--- src/rtl/instr_mem_loader.sv ---
// Instruction ROM writer: packs a valid/ready byte stream into little-endian 32-bit words
// and writes DEPTH words from address 0, holding the CPU until done. Optional: LOADER_CHECKSUM_EN.
module instr_mem_loader #(
    parameter int unsigned ADDR_W = 8,
    parameter int unsigned DEPTH  = 13
) (
    input  logic              clk,
    input  logic              rst,
    input  logic              start,
    input  logic              byte_valid,
    input  logic [7:0]        byte_data,
    output logic              byte_ready,
    output logic              mem_we,
    output logic [ADDR_W-1:0] mem_addr,
    output logic [31:0]       mem_wdata,
    output logic              cpu_hold,
    output logic              busy,
    output logic              done,
    output logic [ADDR_W:0]   word_count
`ifdef LOADER_CHECKSUM_EN
    ,
    output logic [31:0]       checksum
`endif
);

    localparam int unsigned CW = ADDR_W + 1;

    typedef enum logic [1:0] {
        S_IDLE    = 2'd0,
        S_COLLECT = 2'd1,
        S_WRITE   = 2'd2,
        S_DONE    = 2'd3
    } state_t;

    state_t            r_state,      w_state_nxt;
    logic              r_byte_ready, w_byte_ready_nxt;
    logic              r_mem_we,     w_mem_we_nxt;
    logic [ADDR_W-1:0] r_mem_addr,   w_mem_addr_nxt;
    logic [31:0]       r_mem_wdata,  w_mem_wdata_nxt;
    logic              r_cpu_hold,   w_cpu_hold_nxt;
    logic              r_busy,       w_busy_nxt;
    logic              r_done,       w_done_nxt;
    logic [CW-1:0]     r_word_count, w_word_count_nxt;
    logic [1:0]        r_idx,        w_idx_nxt;
    logic [23:0]       r_asm,        w_asm_nxt;
    logic              w_accept;
    logic              w_last;
    logic              w_enter;
`ifdef LOADER_CHECKSUM_EN
    logic [31:0]       r_checksum,   w_checksum_nxt;
`endif

    // Next-state and next-output logic; the top byte goes straight into the write data.
    always_comb begin
        w_state_nxt      = r_state;
        w_mem_we_nxt     = 1'b0;
        w_mem_addr_nxt   = r_mem_addr;
        w_mem_wdata_nxt  = r_mem_wdata;
        w_cpu_hold_nxt   = r_cpu_hold;
        w_busy_nxt       = r_busy;
        w_done_nxt       = r_done;
        w_word_count_nxt = r_word_count;
        w_idx_nxt        = r_idx;
        w_asm_nxt        = r_asm;
        w_enter          = 1'b0;
`ifdef LOADER_CHECKSUM_EN
        w_checksum_nxt   = r_checksum;
`endif
        w_accept = byte_valid && r_byte_ready;
        w_last   = (r_word_count + CW'(1)) == CW'(DEPTH);

        case (r_state)
            S_IDLE: begin
                if (start) w_enter = 1'b1;
            end
            S_COLLECT: begin
                if (w_accept) begin
                    w_idx_nxt = r_idx + 2'd1;
                    case (r_idx)
                        2'd0: w_asm_nxt[7:0]   = byte_data;
                        2'd1: w_asm_nxt[15:8]  = byte_data;
                        2'd2: w_asm_nxt[23:16] = byte_data;
                        default: begin
                            w_mem_wdata_nxt = {byte_data, r_asm};
                            w_mem_we_nxt    = 1'b1;
                            w_state_nxt     = S_WRITE;
                        end
                    endcase
                end
            end
            S_WRITE: begin
                w_mem_addr_nxt   = r_mem_addr + ADDR_W'(1);
                w_word_count_nxt = r_word_count + CW'(1);
`ifdef LOADER_CHECKSUM_EN
                w_checksum_nxt   = r_checksum ^ r_mem_wdata;
`endif
                if (w_last) begin
                    w_state_nxt    = S_DONE;
                    w_done_nxt     = 1'b1;
                    w_cpu_hold_nxt = 1'b0;
                    w_busy_nxt     = 1'b0;
                end else begin
                    w_state_nxt = S_COLLECT;
                end
            end
            default: begin
                if (start) w_enter = 1'b1;
            end
        endcase

        // Load entry, shared by first load and reload.
        if (w_enter) begin
            w_state_nxt      = S_COLLECT;
            w_mem_addr_nxt   = '0;
            w_word_count_nxt = '0;
            w_idx_nxt        = '0;
            w_done_nxt       = 1'b0;
            w_cpu_hold_nxt   = 1'b1;
            w_busy_nxt       = 1'b1;
`ifdef LOADER_CHECKSUM_EN
            w_checksum_nxt   = '0;
`endif
        end

        w_byte_ready_nxt = (w_state_nxt == S_COLLECT);
    end

    // State and registered outputs.
    always_ff @(posedge clk or negedge rst) begin
        if (!rst) begin
            r_state      <= S_IDLE;
            r_byte_ready <= 1'b0;
            r_mem_we     <= 1'b0;
            r_mem_addr   <= '0;
            r_mem_wdata  <= '0;
            r_cpu_hold   <= 1'b0;
            r_busy       <= 1'b0;
            r_done       <= 1'b0;
            r_word_count <= '0;
            r_idx        <= '0;
            r_asm        <= '0;
`ifdef LOADER_CHECKSUM_EN
            r_checksum   <= '0;
`endif
        end else begin
            r_state      <= w_state_nxt;
            r_byte_ready <= w_byte_ready_nxt;
            r_mem_we     <= w_mem_we_nxt;
            r_mem_addr   <= w_mem_addr_nxt;
            r_mem_wdata  <= w_mem_wdata_nxt;
            r_cpu_hold   <= w_cpu_hold_nxt;
            r_busy       <= w_busy_nxt;
            r_done       <= w_done_nxt;
            r_word_count <= w_word_count_nxt;
            r_idx        <= w_idx_nxt;
            r_asm        <= w_asm_nxt;
`ifdef LOADER_CHECKSUM_EN
            r_checksum   <= w_checksum_nxt;
`endif
        end
    end

    assign byte_ready = r_byte_ready;
    assign mem_we     = r_mem_we;
    assign mem_addr   = r_mem_addr;
    assign mem_wdata  = r_mem_wdata;
    assign cpu_hold   = r_cpu_hold;
    assign busy       = r_busy;
    assign done       = r_done;
    assign word_count = r_word_count;
`ifdef LOADER_CHECKSUM_EN
    assign checksum   = r_checksum;
`endif

endmodule

--- config.mk ---
export PLATFORM = sky130hd
export DESIGN_NAME = instr_mem_loader
export DESIGN_NICKNAME = d
export VERILOG_FILES = /design/src/rtl/instr_mem_loader.sv
export SDC_FILE = /design/constraint.sdc
export NUM_CORES = 1
export LEC_CHECK = 0
export ABC_AREA = 1
export CAP_MARGIN = 20
export CORE_AREA = 2 2 102 104
export DETAILED_ROUTE_END_ITERATION = 7
export DIE_AREA = 0 0 104 106
export DONT_BUFFER_PORTS = 1
export GPL_ROUTABILITY_DRIVEN = 0
export PLACE_DENSITY = 0.54
export SYNTH_ARGS = -nofsm -noshare
export SYNTH_HDL_FRONTEND = slang
export SYNTH_SLANG_ARGS = --single-unit
export TNS_END_PERCENT = 1
--- constraint.sdc ---
create_clock -name clk -period 1.7 [get_ports clk]
set_input_delay 0 -clock clk [delete_from_list [all_inputs] [get_ports clk]]
set_output_delay 0 -clock clk [all_outputs]
set_load 0.01 [all_outputs]
Word-level counts from Yosys, hierarchy flattened

Cells that the tools add are included.

Multipliers: 0
Multiplexer cells: 23
Equal/unequal tests: 6
Magnitude comparators: 0
Shifts and indexed selects: 0
$add $sub $neg: 3
Bitwise operators: 1
Div/mod/pow operators: 0
Reduce and logical (&&, ||, !) cells: 14

Operators with widths:

| operator              | number |
|---|---|
| $mux W9               | 2 |
| $mux W8               | 2 |
| $mux W2               | 7 |
| $reduce_and A3 Y1     | 4 |
| $mux W1               | 11 |
| $add A9 B1 Y9 const B | 1 |
| $eq A9 B4 Y1 const B  | 1 |
| $add A8 B1 Y8 const B | 1 |
| $reduce_bool A2 Y1    | 4 |
| $eq A2 B1 Y1 const B  | 3 |
| $eq A2 B2 Y1 const B  | 2 |
| $pmux W2 S2           | 1 |
| $reduce_and A2 Y1     | 2 |
| $reduce_or A3 Y1      | 1 |
| $add A2 B1 Y2 const B | 1 |
| $logic_not A2 Y1      | 1 |
| $reduce_or A2 Y1      | 1 |
| $logic_and A1 B1 Y1   | 1 |
| $not A1 Y1            | 1 |

Memory bits (read-only): 0
Register bits: 81
Input bits: 12
Memory bits (writable): 0
Word-level logic and storage cells: 59
Memories: 0
Bits in latches: 0

Logic depth before layout (Yosys ltp)

Gate-level depths: netlist (run 1).

Depth in word-level cells: 7
Gate-level depth with buffers: 10

Worst setup path after synthesis (run 1)

Ideal clock, no wire load.

Path kind: register to register
Start: register r_state[0]
End: register r_word_count[3], in the netlist word_count[3]
Path slack: 0.235 ns
Setup time: 0.083 ns
Clock period less this slack: 1.465 ns
Required time: 1.617 ns
Path buffers: 0
Stages on the path, launching flop included: 8
Arrival time: 1.382 ns
Path through: dfrtp_1 -> inv_1 -> ha_1 -> nand2_1 -> inv_1 -> nor2_1 -> inv_1 -> o22ai_1

Cells in the longest elaborated chain, start to end: 4

Ends and longest elaborated chain:

| element                                       | line | RTL |
|---|---|---|
| start: declaration                            | 35   | `state_t r_state, w_state_nxt;` |
| start signal: assignment                      | 146  | `r_state <= w_state_nxt;` |
| $eq A2 B2 Y1 or $eq A2 B1 Y1 (tied branches)  | 72   | `case (r_state)` |
| $reduce_or A2 Y1 (no source line)             | -    |  |
| $mux W1                                       | -    |  |
| $mux W9 or $reduce_bool A2 Y1 (tied branches) | -    |  |
| end signal: assignment                        | 154  | `r_word_count <= w_word_count_nxt;` |
| end: declaration                              | 43   | `logic [CW-1:0] r_word_count, w_word_count_nxt;` |

Parallel ways exist; a longest one is shown, timed or not.
A chain may end at the register's enable or synchronous reset.

Worst setup path in the final report (run 1)

Start: register r_state[1]
End: register r_asm[6]

Cells in the longest elaborated chain, start to end: 2

Ends and longest elaborated chain:

| element                            | line | RTL |
|---|---|---|
| $eq A2 B1 Y1                       | 72   |  |
| $reduce_and A3 Y1 (no source line) | -    |  |
| end signal: assignment             | 156  | `r_asm <= w_asm_nxt;` |
| end: declaration                   | 45   | `logic [23:0] r_asm, w_asm_nxt;` |

No other way between the ends.

==> results of run 1 <==
[synthesized netlist by cell type (all sizes together)]
cell type	number
nand2	156
dfrtp	81
o21ai	46
inv	38
nor2	20
ha	9
nand3	9
clkbuf	8
a21oi	6
buf	3
o22ai	3
a211oi	2
nor3	2
a21boi	1
and2	1
o221ai	1
xor2	1
[cell families after synthesis]
kind of cell	count (synthesis)
AND/OR/NAND/NOR	188
flip-flops	81
buffers and inverters	49
adder cells (fa/ha/maj)	9
AO/OA/AOI/OAI	59
XOR/XNOR	1
[final timing paths]
check / startpoint / end / slack [ns] / cells after the start
hold reg to reg: r_asm[7]$_DFFE_PN0P_ / mem_wdata[7]$_DFFE_PN0P_ / 0.47 / 2
max in group asynchronous: rst / mem_wdata[31]$_DFFE_PN0P_ / 2.25 / 0
setup / recovery: r_state[1]$_DFF_PN0_ / r_asm[6]$_DFFE_PN0P_ / 0.14 / 7
hold / removal: rst / word_count[7]$_DFFE_PN0P_ / -0.67 / 0
min in group clk: byte_valid / r_idx[0]$_DFFE_PN0P_ / 0.07 / 4
setup reg to reg: r_state[1]$_DFF_PN0_ / r_asm[6]$_DFFE_PN0P_ / 0.14 / 7
[repair_timing]
action / CTS / global route
resized for setup: 0 / 5
setup endpoints to repair: 0 / 14
endpoints found under the hold margin: 119 / 81
[power by group]
part	internal (mW)	switching (mW)	total (mW)
logic	0.461	0.647	1.11
clock network	0.833	0.715	1.55
registers	2.40	0.388	2.79
[through the flow]
| step | setup TNS [ns] | area (um2) |
|---|---|---|
| final | 0 | 3910 |
| after global routing | -0.0295 | 3910 |
| after CTS | 0 | 3900 |
| after detailed placement | 0 | 3590 |
| after global placement | 0 | 3590 |
| after floorplan | 0 | 3410 |
[state kept, by name, summed over array words and instances (netlist names)]
| register | cells |
|---|---|
| busy | 1 |
| byte_ready | 1 |
| done | 1 |
| mem_addr | 8 |
| mem_wdata | 32 |
| mem_we | 1 |
| r_asm | 24 |
| r_idx | 2 |
| r_state | 2 |
| word_count | 9 |
[area by class of cell]
cell class / instances / share of cell area
Timing Repair Buffer: 17 / 0.0384
Inverter: 38 / 0.0365
Clock buffer: 10 / 0.0326
Multi-Input combinational cell: 257 / 0.308
Tap cell: 136 / 0.0435
Sequential cell: 81 / 0.518
Clock inverter: 6 / 0.0230
[critical path, cell delays in order, from the launching register on]
cell     delay (ns)
dfrtp_1        0.41
inv_1          0.08
ha_1           0.18
inv_1          0.08
nor2_4         0.17
nand2_1        0.29
nand2_1        0.13
o21ai_0        0.09
[routing by layer]
metal  GRT usage  up-vias  wire length, um  part of all wire
met1       0.176     1137             3380              0.46
met3      0.0435        9              397             0.054
met4      0.0637        0              116             0.016
li1            -     1243                -                 -
met5           0        -                0                 0
met2       0.222       41             3410              0.47
==> flow_summary.rst, run 1 <==
.. list-table::
   :header-rows: 1

   * - Metric
     - Value
   * - Total number of H-tree levels
     - 3
   * - Fmax
     - about 640 MHz
   * - Average wire length per cell after detail routing
     - approximately 13 um
   * - Max-slew violations
     - 0
   * - Final period utilization
     - 0.920
   * - Transition time of the tightest slew-check pin
     - 0.422 ns
   * - Chip height
     - 106 um
   * - DR pass1 iterations
     - 4
   * - Crit-path max FO
     - 16
   * - Hold WC Path Type
     - input pin to asynchronous set/reset pin
   * - First-pass GRT wire length
     - between 10 and 15 mm
   * - Worst Setup Start Kind
     - flip-flop
   * - Number of antenna-violating nets in the routed design
     - 0
   * - Drt initial violations
     - 93
   * - Seq. cell area
     - around 2000 um2
   * - TritonCTS clock tree
     - built
   * - Crit path time final
     - roughly 1.6 ns
   * - Number of distinct library cell variants in the gate-level netlist after synthesis
     - 24
   * - Final setup slack of the worst path
     - 0.137 ns
   * - Number of maximum-capacitance violations
     - 0
   * - Clock Skew
     - approximately 0.013 ns
   * - Number of nets in the final layout
     - roughly 430
   * - Yosys reg bits
     - approximately 80
   * - Type of element capturing the critical path
     - flip-flop
   * - Starting utilization of the core area
     - 0.341
   * - Sum of overflow across all layers after global routing
     - 0
   * - Multiplexer fraction of the synthesized cell area
     - 0
   * - Clk slew on worst S/H paths
     - roughly 0.090 ns
   * - PwrDens
     - approximately 1400 nW/um2
   * - Clk sinks
     - 81
   * - Arr. time, crit path
     - 1.78 ns
   * - Area contributors post-synth
     - dfrtp_1, nand2_1, o21ai_0, inv_1, ha_1
   * - Clock latency on the worst-skew pair
     - around 0.35 ns
   * - Ant diodes
     - 0
   * - Overall Power
     - about 5.4 mW
   * - Number of fillers in the final layout
     - roughly 1000
   * - Tightest hold margin
     - -0.668 ns
   * - Number of CTS-inserted buffers
     - 9
   * - Xor and xnor fraction of the mapped netlist area
     - 0.00257
   * - Largest voltage drop on the vdd net
     - about 0.47 mV
   * - Full die area
     - about 11000 um2
   * - Run status
     - complete, but fails checks
   * - Clock Tree Buf Depth
     - 2
   * - Detail-routed via count per cell
     - 4.46
   * - Most frequent standard cell in the layout excluding fill and tap cells
     - nand2_1
   * - Area growth syn-to-layout
     - 14.8%
   * - Final Instance Count excl. Fillers
     - approximately 550
   * - Synthesized instance count
     - ~390
   * - Share of synthesized area occupied by flip-flops and latches
     - 0.595
   * - Worst Setup Slack post-DPL
     - between 0.1 and 0.15 ns
   * - Count of input and output buffers
     - 0
   * - Via count of the first global-routing pass
     - between 2000 and 2500
   * - Post-DP HPWL
     - roughly 4.9 mm
   * - Area inside the core boundary
     - roughly 10000 um2
   * - Overall die width
     - 104 um
   * - Hold_buf cts
     - 9
   * - Post-synthesis net count
     - 408
   * - Largest family of logic cells by synthesized area
     - simple AND/OR/NAND/NOR gates
   * - Setup repair after global routing missed its margin
     - true
   * - Number of post-CTS setup repair buffers
     - 0
   * - Most frequent cells in the layout
     - nand2_1, dfrtp_1, o21ai_0
   * - Clk Tree Root Cell
     - clkbuf_8
   * - Top-Level Pins
     - between 60 and 70
   * - Synth area leader
     - dfrtp_1
   * - Multi-input gate area
     - ~1200 um2
   * - Failing checks
     - hold timing
   * - Number of warnings issued by yosys
     - 0
   * - Overall routing resource usage
     - 0.140
   * - Routed wire length
     - roughly 7.3 mm
   * - Area fraction in compound gates after synthesis
     - 0.0910
   * - Leakage component of the power
     - between 1.5 and 2 nW
   * - Netlist area before placement
     - around 3400 um2
   * - Area fraction in and, or, nand and nor cells after synthesis
     - 0.223
   * - Crit Path Category
     - flip-flop to flip-flop
   * - Total via count after detailed routing
     - 2430
   * - Number of placed instances, taps included
     - 520
   * - Number of antenna violations at the first check in global routing
     - 0
   * - Proportion of layout cells with a drive suffix above 1
     - 0.0954
   * - Avg Inst Size Synth
     - approximately 9 um2
   * - Post-synthesis share of cell area spent on full adders, half adders and majority gates
     - 0.0330
   * - Share of Yosys cell area claimed by the top area cell type
     - 0.595
   * - DRC violation count after routing
     - 0
   * - CP Data Required Time
     - approximately 1.9 ns
   * - Core Rows
     - 37
   * - Final core area utilization
     - 0.391
   * - Final Hold Fails
     - ~80
   * - Slew headroom
     - 0.718
   * - Maximum number of pins on one net before global-route repair
     - 82
   * - Final Setup Violations
     - 0
(Power assumes the default switching activity.)
==> run 2, diff against run 1 <==
- SLEW_MARGIN: not set -> 5
- clock period: 1.7 -> 2 ns (I/O delays scaled with it)
==> run 2 against run 1 <==
Net effect: the run now ends clean; sequential cell count is the same; clock skew up 0.0013 ns; clock power shrank 6%.
==> flow_summary.rst, run 2 (synthesis gave the netlist of run 1 again) <==
.. list-table::
   :header-rows: 1

   * - Metric
     - Value
   * - Worst Setup Start Kind
     - flip-flop
   * - Core Rows
     - 37 (unchanged)
   * - Most frequent cells in the layout
     - nand2_1, dfrtp_1, o21ai_0
   * - Area growth syn-to-layout
     - 15.7%
   * - Count of input and output buffers
     - 0 (unchanged)
   * - Number of flip-flops in the largest register
     - 32 (unchanged)
   * - Overall routing resource usage
     - 0.148 (+0.00818)
   * - Arr. time, crit path
     - 1.93 ns (+0.15 ns)
   * - Overall Power
     - 4.79 mW (-12%)
   * - R2R setup slack
     - 0.35 ns (+0.22 ns)
   * - Clock Skew
     - 0.0147 ns (+0.00132 ns)
   * - Drt initial violations
     - 142 (+53%)
   * - Area inside the core boundary
     - 10000 um2 (unchanged)
   * - Proportion of layout cells with a drive suffix above 1
     - 0.0833 (-0.0120)
   * - Number of resized instances in the post-cts repair step
     - 0 (unchanged)
   * - Final Setup Violations
     - 0 (unchanged)
   * - Crit path time final
     - 1.65 ns (+0.0824 ns)
   * - Overall die width
     - 104 um (unchanged)
   * - Net switching share of the total power
     - 0.323 (+0.00147)
   * - Starting utilization of the core area
     - 0.341 (unchanged)
   * - Sum of overflow across all layers after global routing
     - 0 (unchanged)
   * - Clk slew on worst S/H paths
     - 0.09 ns (about the same)
   * - Net Sw Power
     - 1.54 mW (-12%)
   * - Clock Tree Buf Depth
     - 2 (unchanged)
   * - Post-DP HPWL
     - 5.10 mm (+3.7%)
   * - Run status
     - finished, final reports clean
   * - Ant diodes
     - 0 (unchanged)
   * - Number of CTS-inserted buffers
     - 9 (unchanged)
   * - Average wire length per cell after detail routing
     - 14.2 um (+5.6%)
   * - Crit Path Category
     - flip-flop to flip-flop
   * - Slew headroom
     - 0.686 (-0.0321)
   * - Fmax
     - 608 MHz (-5.0%)
   * - Cell area reported after detailed placement
     - 3580 um2 (-0.42%)
   * - Final setup slack of the worst path
     - 0.354 ns (+0.218 ns)
   * - Detail-routed via count per cell
     - 4.60 (+3.1%)
   * - Setup repair after global routing missed its margin
     - false
   * - Portion of total power attributed to the clock network
     - 0.303 (+0.019)
   * - PwrDens
     - 1210 nW/um2 (-13%)
   * - Setup TNS after final layout
     - 0 ns (unchanged)
   * - Clk Tree Root Cell
     - clkbuf_8
   * - Transition time of the tightest slew-check pin
     - 0.470 ns (+0.0480 ns)
   * - DR pass1 iterations
     - 5 (+1)
   * - DRC violation count after routing
     - 0 (unchanged)
   * - First-pass GRT wire length
     - 12.7 mm (+5.4%)
   * - Worst Setup Slack post-DPL
     - 0.369 ns (+0.232 ns)
   * - CP Data Required Time
     - 2.29 ns (+0.38 ns)
   * - Top-Level Pins
     - 66 (unchanged)
   * - Crit-path max FO
     - 6 (-10)
   * - Combinational share of power
     - 0.199 (-0.004)
   * - Tightest hold margin
     - 0.0540 ns (+0.722 ns)
   * - Number of antenna-violating nets in the routed design
     - 0 (unchanged)
   * - Full die area
     - 11000 um2 (unchanged)
   * - Via count of the first global-routing pass
     - 2470 (+3.9%)
   * - Internal
     - 3.24 mW (-12%)
   * - Total via count after detailed routing
     - 2501 (+2.9%)
   * - TritonCTS clock tree
     - built
   * - Total number of H-tree levels
     - 3 (unchanged)
   * - Maximum number of pins on one net before global-route repair
     - 82 (unchanged)
   * - Clk sinks
     - 81 (unchanged)
   * - Leakage component of the power
     - 1.98 nW (+0.78%)
   * - Number of antenna violations at the first check in global routing
     - 0 (unchanged)
   * - Post-route cell area
     - 3940 um2 (+0.80%)
   * - Largest voltage drop on the vdd net
     - 0.353 mV (-25%)
   * - Routed wire length
     - 7.71 mm (+5.4%)
   * - Max-slew violations
     - 0 (unchanged)
   * - Final Hold Fails
     - 0 (-100%)
   * - Most frequent standard cell in the layout excluding fill and tap cells
     - nand2_1
   * - Chip height
     - 106 um (unchanged)
   * - Type of element capturing the critical path
     - flip-flop
   * - Number of nets in the final layout
     - 425 (unchanged)
   * - Number of post-CTS setup repair buffers
     - 0 (unchanged)
   * - Number of maximum-capacitance violations
     - 0 (unchanged)
   * - Final period utilization
     - 0.823 (-0.0968)
   * - Clock latency on the worst-skew pair
     - 0.36 ns (about the same)
   * - Hold WC Path Type
     - input pin to flip-flop
   * - Portion of total power attributed to sequential cells
     - 0.498 (-0.015)
[run 2: layout make-up]
type | instances | area, um2
Multi-Input combinational cell | 257 | 1190
Inverter | 38 | 143
Fill cell | 1034 | 6060
Sequential cell | 81 | 2030
Clock buffer | 9 | 124
Timing Repair Buffer | 17 | 173
Clock inverter | 6 | 115
Tap cell | 136 | 170
[run 2: routing by layer]
metal	GRT usage	part of all wire
met5	0	0
met4	0.0695	0.014
met3	0.0497	0.060
met2	0.234	0.47
met1	0.184	0.45
[run 2: repair_timing]
item / CTS / global route
endpoints found under the setup margin: 0 / 0
hold buffers: 11 / 0
hold endpoints to repair: 119 / 0
[run 2: worst max-delay path, cell delays in order (launching register included)]
cell and delay, ns:
dfrtp_1 0.40, inv_1 0.06, ha_1 0.29, nand2_1 0.11, nor2_1 0.13, nand2_1 0.06
inv_1 0.10, nand3_2 0.09, o21ai_0 0.16, nand2_1 0.06, nor2_1 0.10
[run 2: through the flow]
step	utilization	std cells
4_1_cts	0.394	544
5_1_grt	0.394	544
3_5_place_dp	0.358	518
2_1_floorplan	-	387
6_report	0.394	544
3_3_place_gp	0.358	518
[run 2: path summary, 6_finish.rpt]
| kind | startpoint | endpoint | cells after the start |
|---|---|---|---|
| worst min register to register | r_asm[9]$_DFFE_PN0P_ | mem_wdata[9]$_DFFE_PN0P_ | 2 |
| min in group asynchronous | rst | mem_addr[4]$_DFFE_PN0P_ | 2 |
| worst max-delay path | r_state[0]$_DFF_PN0_ | mem_addr[7]$_DFFE_PN0P_ | 10 |
| max in group asynchronous | rst | mem_addr[7]$_DFFE_PN0P_ | 2 |
| worst max register to register | r_state[0]$_DFF_PN0_ | mem_addr[7]$_DFFE_PN0P_ | 10 |
| worst min-delay path | byte_valid | r_idx[1]$_DFFE_PN0P_ | 4 |
[run 2: power groups by stage]
stage / sequential [mW] / clock [mW] / combinational [mW]
finish: 2.38 / 1.45 / 0.954
global placement: 2.41 / 0 / 0.874
global route: 2.44 / 1.56 / 1.11
floorplan: 2.34 / 0 / 0.680
detailed placement: 2.42 / 0 / 0.908
CTS: 2.39 / 1.48 / 0.974
